<file path="src/rtl/rand_delay_timer.sv">
// Random-delay timer. It captures a pseudo-random value (plus a fixed offset)
// when triggered, then counts that many timebase ticks and emits a one-cycle
// time_out pulse. The upstream generator is frozen while a delay runs so the
// captured value stays observable on rnd.
//
// state | meaning
// ------+--------------------------------------------------------------
// IDLE  | waiting for trigger; generator free-running
// COUNT | down-counting remaining on each tick; abort returns to IDLE
// FIRE  | single cycle with time_out high, then back to IDLE
module rand_delay_timer #(
    parameter int WIDTH  = 4,
    parameter int OFFSET = 0
) (
    input  logic             clk,
    input  logic             rst_n,
    input  logic [WIDTH-1:0] rnd,
    output logic             lfsr_en,
    input  logic             trigger,
    input  logic             abort,
    input  logic             tick,
    output logic             busy,
    output logic             time_out,
    output logic [WIDTH:0]   delay_val,
    output logic [WIDTH:0]   remaining
);

    typedef enum logic [1:0] {
        IDLE  = 2'd0,
        COUNT = 2'd1,
        FIRE  = 2'd2
    } state_t;

    localparam logic [WIDTH:0] OFF_W = (WIDTH+1)'(OFFSET);
    localparam logic [WIDTH:0] ONE   = (WIDTH+1)'(1);

    state_t         state;
    state_t         state_nxt;
    logic [WIDTH:0] rem_nxt;
    logic [WIDTH:0] dval_nxt;
    logic [WIDTH:0] sum;
    logic [WIDTH:0] cap_val;
    // Low during reset and for the first cycle after it, so the generator
    // enable only comes back on the first clock edge after release.
    logic           armed;

    // One extra bit keeps rnd + OFFSET from wrapping; a zero delay becomes 1.
    assign sum     = {1'b0, rnd} + OFF_W;
    assign cap_val = (sum == '0) ? ONE : sum;

    // Next-state and counter/capture update.
    always_comb begin
        state_nxt = state;
        rem_nxt   = remaining;
        dval_nxt  = delay_val;
        case (state)
            IDLE: begin
                if (trigger && !abort) begin
                    rem_nxt   = cap_val;
                    dval_nxt  = cap_val;
                    state_nxt = COUNT;
                end
            end
            COUNT: begin
                // abort wins over the final tick, so no pulse is issued
                if (abort) begin
                    rem_nxt   = '0;
                    state_nxt = IDLE;
                end else if (tick) begin
                    if (remaining == ONE) begin
                        rem_nxt   = '0;
                        state_nxt = FIRE;
                    end else begin
                        rem_nxt = remaining - ONE;
                    end
                end
            end
            FIRE: begin
                state_nxt = IDLE;
            end
            default: begin
                state_nxt = IDLE;
                rem_nxt   = '0;
            end
        endcase
    end

    // State, counter and captured-delay registers.
    always_ff @(posedge clk or negedge rst_n) begin
        if (!rst_n) begin
            state     <= IDLE;
            remaining <= '0;
            delay_val <= '0;
            armed     <= 1'b0;
        end else begin
            state     <= state_nxt;
            remaining <= rem_nxt;
            delay_val <= dval_nxt;
            armed     <= 1'b1;
        end
    end

    // Outputs decode registered state only; no input reaches an output.
    always_comb begin
        busy     = (state != IDLE);
        time_out = (state == FIRE);
        lfsr_en  = armed && (state == IDLE);
    end

endmodule

</file>
<file path="config.mk">
export PLATFORM = sky130hd
export DESIGN_NAME = rand_delay_timer
export DESIGN_NICKNAME = d
export VERILOG_FILES = /design/src/rtl/rand_delay_timer.sv
export SDC_FILE = /design/constraint.sdc
export NUM_CORES = 1
export LEC_CHECK = 0
export ABC_AREA = 1
export CAP_MARGIN = 20
export CORE_UTILIZATION = 50
export CTS_CLUSTER_DIAMETER = 120
export DETAILED_ROUTE_END_ITERATION = 8
export DONT_BUFFER_PORTS = 1
export PLACE_DENSITY = 0.67
export SYNTH_ARGS = -nofsm -noshare
export SYNTH_HDL_FRONTEND = slang
export SYNTH_SLANG_ARGS = --single-unit
export TNS_END_PERCENT = 20
</file>
<file path="constraint.sdc">
create_clock -name clk -period 3.4 [get_ports clk]
set_input_delay 0.68 -clock clk [delete_from_list [all_inputs] [get_ports clk]]
set_output_delay 0.68 -clock clk [all_outputs]
set_load 0.01 [all_outputs]
</file>
# == After elaboration in Yosys (flattened, before gate mapping) ==
# Index checks and enable logic that the tools add are counted.
# totals
register_bits,13
in_bits,9
output_inout_bits,13
word_cells,32
# classes
addsub,1
eq_ne,6
muxes,11
n_bitwise,1
reduce_logical,9
# op_table
operator,n
$mux W5,4
$pmux W5 S3,1
$mux W2,4
$ne A3 B3 Y1 const B,2
$reduce_and A3 Y1,2
$eq A5 B1 Y1 const B,1
$logic_not A5 Y1,1
$sub A5 B1 Y5 const B,1
$mux W4,1
$pmux W2 S2,1
$eq A2 B1 Y1 const B,1
$eq A2 B2 Y1 const B,1
$logic_and A1 B1 Y1,2
$logic_not A2 Y1,1
$ne A2 B2 Y1 const B,1
$reduce_and A2 Y1,1
$reduce_bool A2 Y1,1
$logic_not A1 Y1,1
$not A1 Y1,1

# == Logic depth before layout (Yosys ltp) ==
# logic_depth
ltp_word,5
depth_mapped,9
mapped_depth_nobuf,9

# == Worst setup path before layout ==
# Ideal clock, no wire load.
# synth_path
kind,reg2out
start,reg state[0]
end,out lfsr_en
arrival_time_ns,0.949
required_time_ns,2.720
setup_slack_ns,1.771
stages_incl_launch_ff,4
path_buffers,0
path_cell_list,dfrtp_1 nor2_2 inv_1 nor2_1
# synth_between
elab_chain_len,2
# synth_rtl
item,line,rtl
"start, declared",37,state_t state;
"start signal, assigned",96,state <= state_nxt;
$logic_not A2 Y1,107,lfsr_en = armed && (state == IDLE);
$logic_and A1 B1 Y1,107,
"end, declared",18,"output logic lfsr_en,"
# Every way passes these cells.

# == Worst setup path in the final report ==
# Ends and elaborated chain as after synthesis.

==> run_results.csv <==
group,metric,value,unit
status,status,"finished, final reports clean",
critical_path,worstSetupPathType,"flop to primary output",
routing,antenna_left,0,
synthesis,ys_types,20,
clocking,h-tree-depth,1,
critical_path,crit_chain,"nor2_2, inv_1, nor2_1",
sta,fin_crit,2.00,ns
critical_path,arrival,1.32,ns
run,max_cap_viol_count,0,
layout,area_growth_syn_to_layout,6.69,%
power,peakVddDrop,0.000466,V
floorplan,pin_count,22,
grt,groute.usage.overall,0.203,
routing,vias_per_cell,4.90,
floorplan,core,1320,um2
place,dpl.hpwl,954,um
clocking,cts_resized,0,
critical_path,cp_num_buf_inv,1,
grt,grt_max_degree,13,
clocking,cts_setup_buffers,0,
critical_path,cp_top_family,"simple AND/OR/NAND/NOR gates",
layout,diodes,0,
critical_path,r2r_start,"remaining[0]$_DFFE_PN0P_",
synthesis,avgSynthCellArea,7.56,um2
synthesis,synth-seq-cells,12,
sta,rsz0062_at_grt,"no",
critical_path,reg2regPathDepth,6,
grt,antenna_found_initial,0,
clocking,cts_made_buffers,3,
synthesis,yosysWarnings,0,
layout,utilization,0.575,
layout,fillers,136,
synthesis,netlist_area,711,um2
floorplan,die_area,1580,um2
critical_path,worst_path_largest_cell_delay,0.42,ns
layout,final_area,758,um2
critical_path,critPathLaunchType,"flop",
clocking,cts_tree,"built",
routing,routed_wl,1280,um
critical_path,path_max_fanout,7,
power,powerDensity,928,nW/um2
critical_path,cp.required,2.72,ns
layout,drive_gt1_frac,0.155,
critical_path,crit_path_start,"state[0]$_DFFE_PN0P_",
synthesis,ys_seq_area_frac,0.423,
routing,firstDrtPassIters,4,
floorplan,start_util,0.539,
sta,setup_viol_count_final,0,
clocking,cts_hold_buffers,0,
routing,num_vias,549,
synthesis,syn_nets,105,
clocking,clockBufferDepth,2,
clocking,cts.clk_slew.worst_paths,0.08,ns
grt,overflow,0,
grt,grt_pass1_vias,467,
sta,hold_viol,0,
place,dpl_cell_area,722,um2
sta,final_max_slew_viol_count,0,
sta,min_period_over_period,0.590,
routing,wire_per_inst,11.4,um
place,gp_congestion,0.731,
routing,drc_errors,0,
sta,fin_worst_skew,0.00240,ns
hold_path,hold_path_class,"input pin to asynchronous set/reset pin",
critical_path,worst_r2r_endpoint,"remaining[4]$_DFFE_PN0P_",
critical_path,r2r_slack,2.00,ns
layout,final_common_cell,"nand2_1",
power,leakage,0.417,nW
grt,grt_pass1_wl,2000,um
layout,finish.net_count,109,
critical_path,cp_slowest_cell,"dfrtp_1",
critical_path,cp-end-kind,"primary output",
synthesis,syn_inst,94,
floorplan,core.rowCount,13,
floorplan,die_w,39.7,um
place,port_buffers,0,
critical_path,cp_num_cells,3,
clocking,root_buffer,"clkbuf_4",
routing,drtIter0Drc,5,
clocking,cts_sinks,12,
layout,layout_common_cells,"33 x nand2_1, 14 x inv_1, 12 x dfrtp_1",
sta,setup_tns,0,ns
sta,clock.fmax,499,MHz
floorplan,die_y,39.7,um
critical_path,critPathCapture,"lfsr_en",
clocking,insertion_delay,0.28,ns
[sequential cells by signal, indices dropped and copies added (netlist names)]
| register | count |
|---|---|
| state | 2 |
| delay_val | 4 |
| remaining | 5 |
| armed | 1 |
[stage by stage]
stage	hold WS, ns	std cells	setup slack [ns]	total power, W
6_report	0.0826	112	1.40	0.000704
5_1_grt	0.0766	112	1.27	0.000766
4_1_cts	0.0843	112	1.38	0.000706
3_5_place_dp	0.385	108	1.69	0.000588
3_3_place_gp	0.385	108	1.70	0.000583
2_1_floorplan	0.384	94	1.77	0.000533
[power breakdown]
part	switching, W	internal, W	leakage, nW	total, W
clock	0.0000512	0.0000652	0.0210	0.000116
combinational	0.000197	0.000110	0.244	0.000307
sequential	0.0000795	0.000201	0.152	0.000280
total	0.000328	0.000376	0.417	0.000704
[layer usage]
layer / global-route usage / wire length [um]
met5: 0 / 0
met1: 0.248 / 568
met2: 0.311 / 614
met3: 0.0511 / 53
met4: 0.129 / 42
[kinds of logic (layout without fill, tap and decap cells)]
group / after synthesis / in the layout / synth area share
and+or+nand+nor: 51 / 51 / 0.349
buffers and inverters: 17 / 20 / 0.102
DFF: 12 / 12 / 0.423
AOI/OAI and AO/OA: 8 / 8 / 0.0563
adders and majority gates: 2 / 2 / 0.0352
other: 2 / 2 / 0.0106
xor gates and xnor gates: 2 / 2 / 0.0247
[area by class of cell]
class | count | area, um2 | share of cell area
Multi-Input combinational cell | 65 | 338 | 0.446
Sequential cell | 12 | 300 | 0.396
Inverter | 16 | 65.1 | 0.0858
Clock buffer | 4 | 36.3 | 0.0479
Tap cell | 15 | 18.8 | 0.0248
[worst reg2reg max path, cell delays in order (launching register included)]
cell and delay (ns):
dfrtp_1 0.48, inv_1 0.12, ha_1 0.24, nand3_1 0.11, xor2_1 0.20, nand3_1 0.11
nand2_1 0.08
[worst min-delay path by stage]
stage	slack (ns)	to	cells past startpoint
final	0.08	armed$_DFF_PN0_	0
after global routing	0.08	state[1]$_DFFE_PN0P_	0
after CTS	0.08	remaining[2]$_DFFE_PN0P_	0
after detailed placement	0.38	armed$_DFF_PN0_	0
after global placement	0.38	delay_val[2]$_DFFE_PN0P_	0
after floorplan	0.38	armed$_DFF_PN0_	0
[Yosys cell counts, drive strengths merged]
master   n  area, um2
buf      1       7.51
clkinv   1       8.76
conb     2       7.51
dfrtp   12        300
ha       2       25.0
inv     15       56.3
nand2   36        148
nand3    5       30.0
nor2     9       65.1
nor3     1       5.00
o21ai    8       40.0
xor2     2       17.5
(Power assumes the default switching activity.)
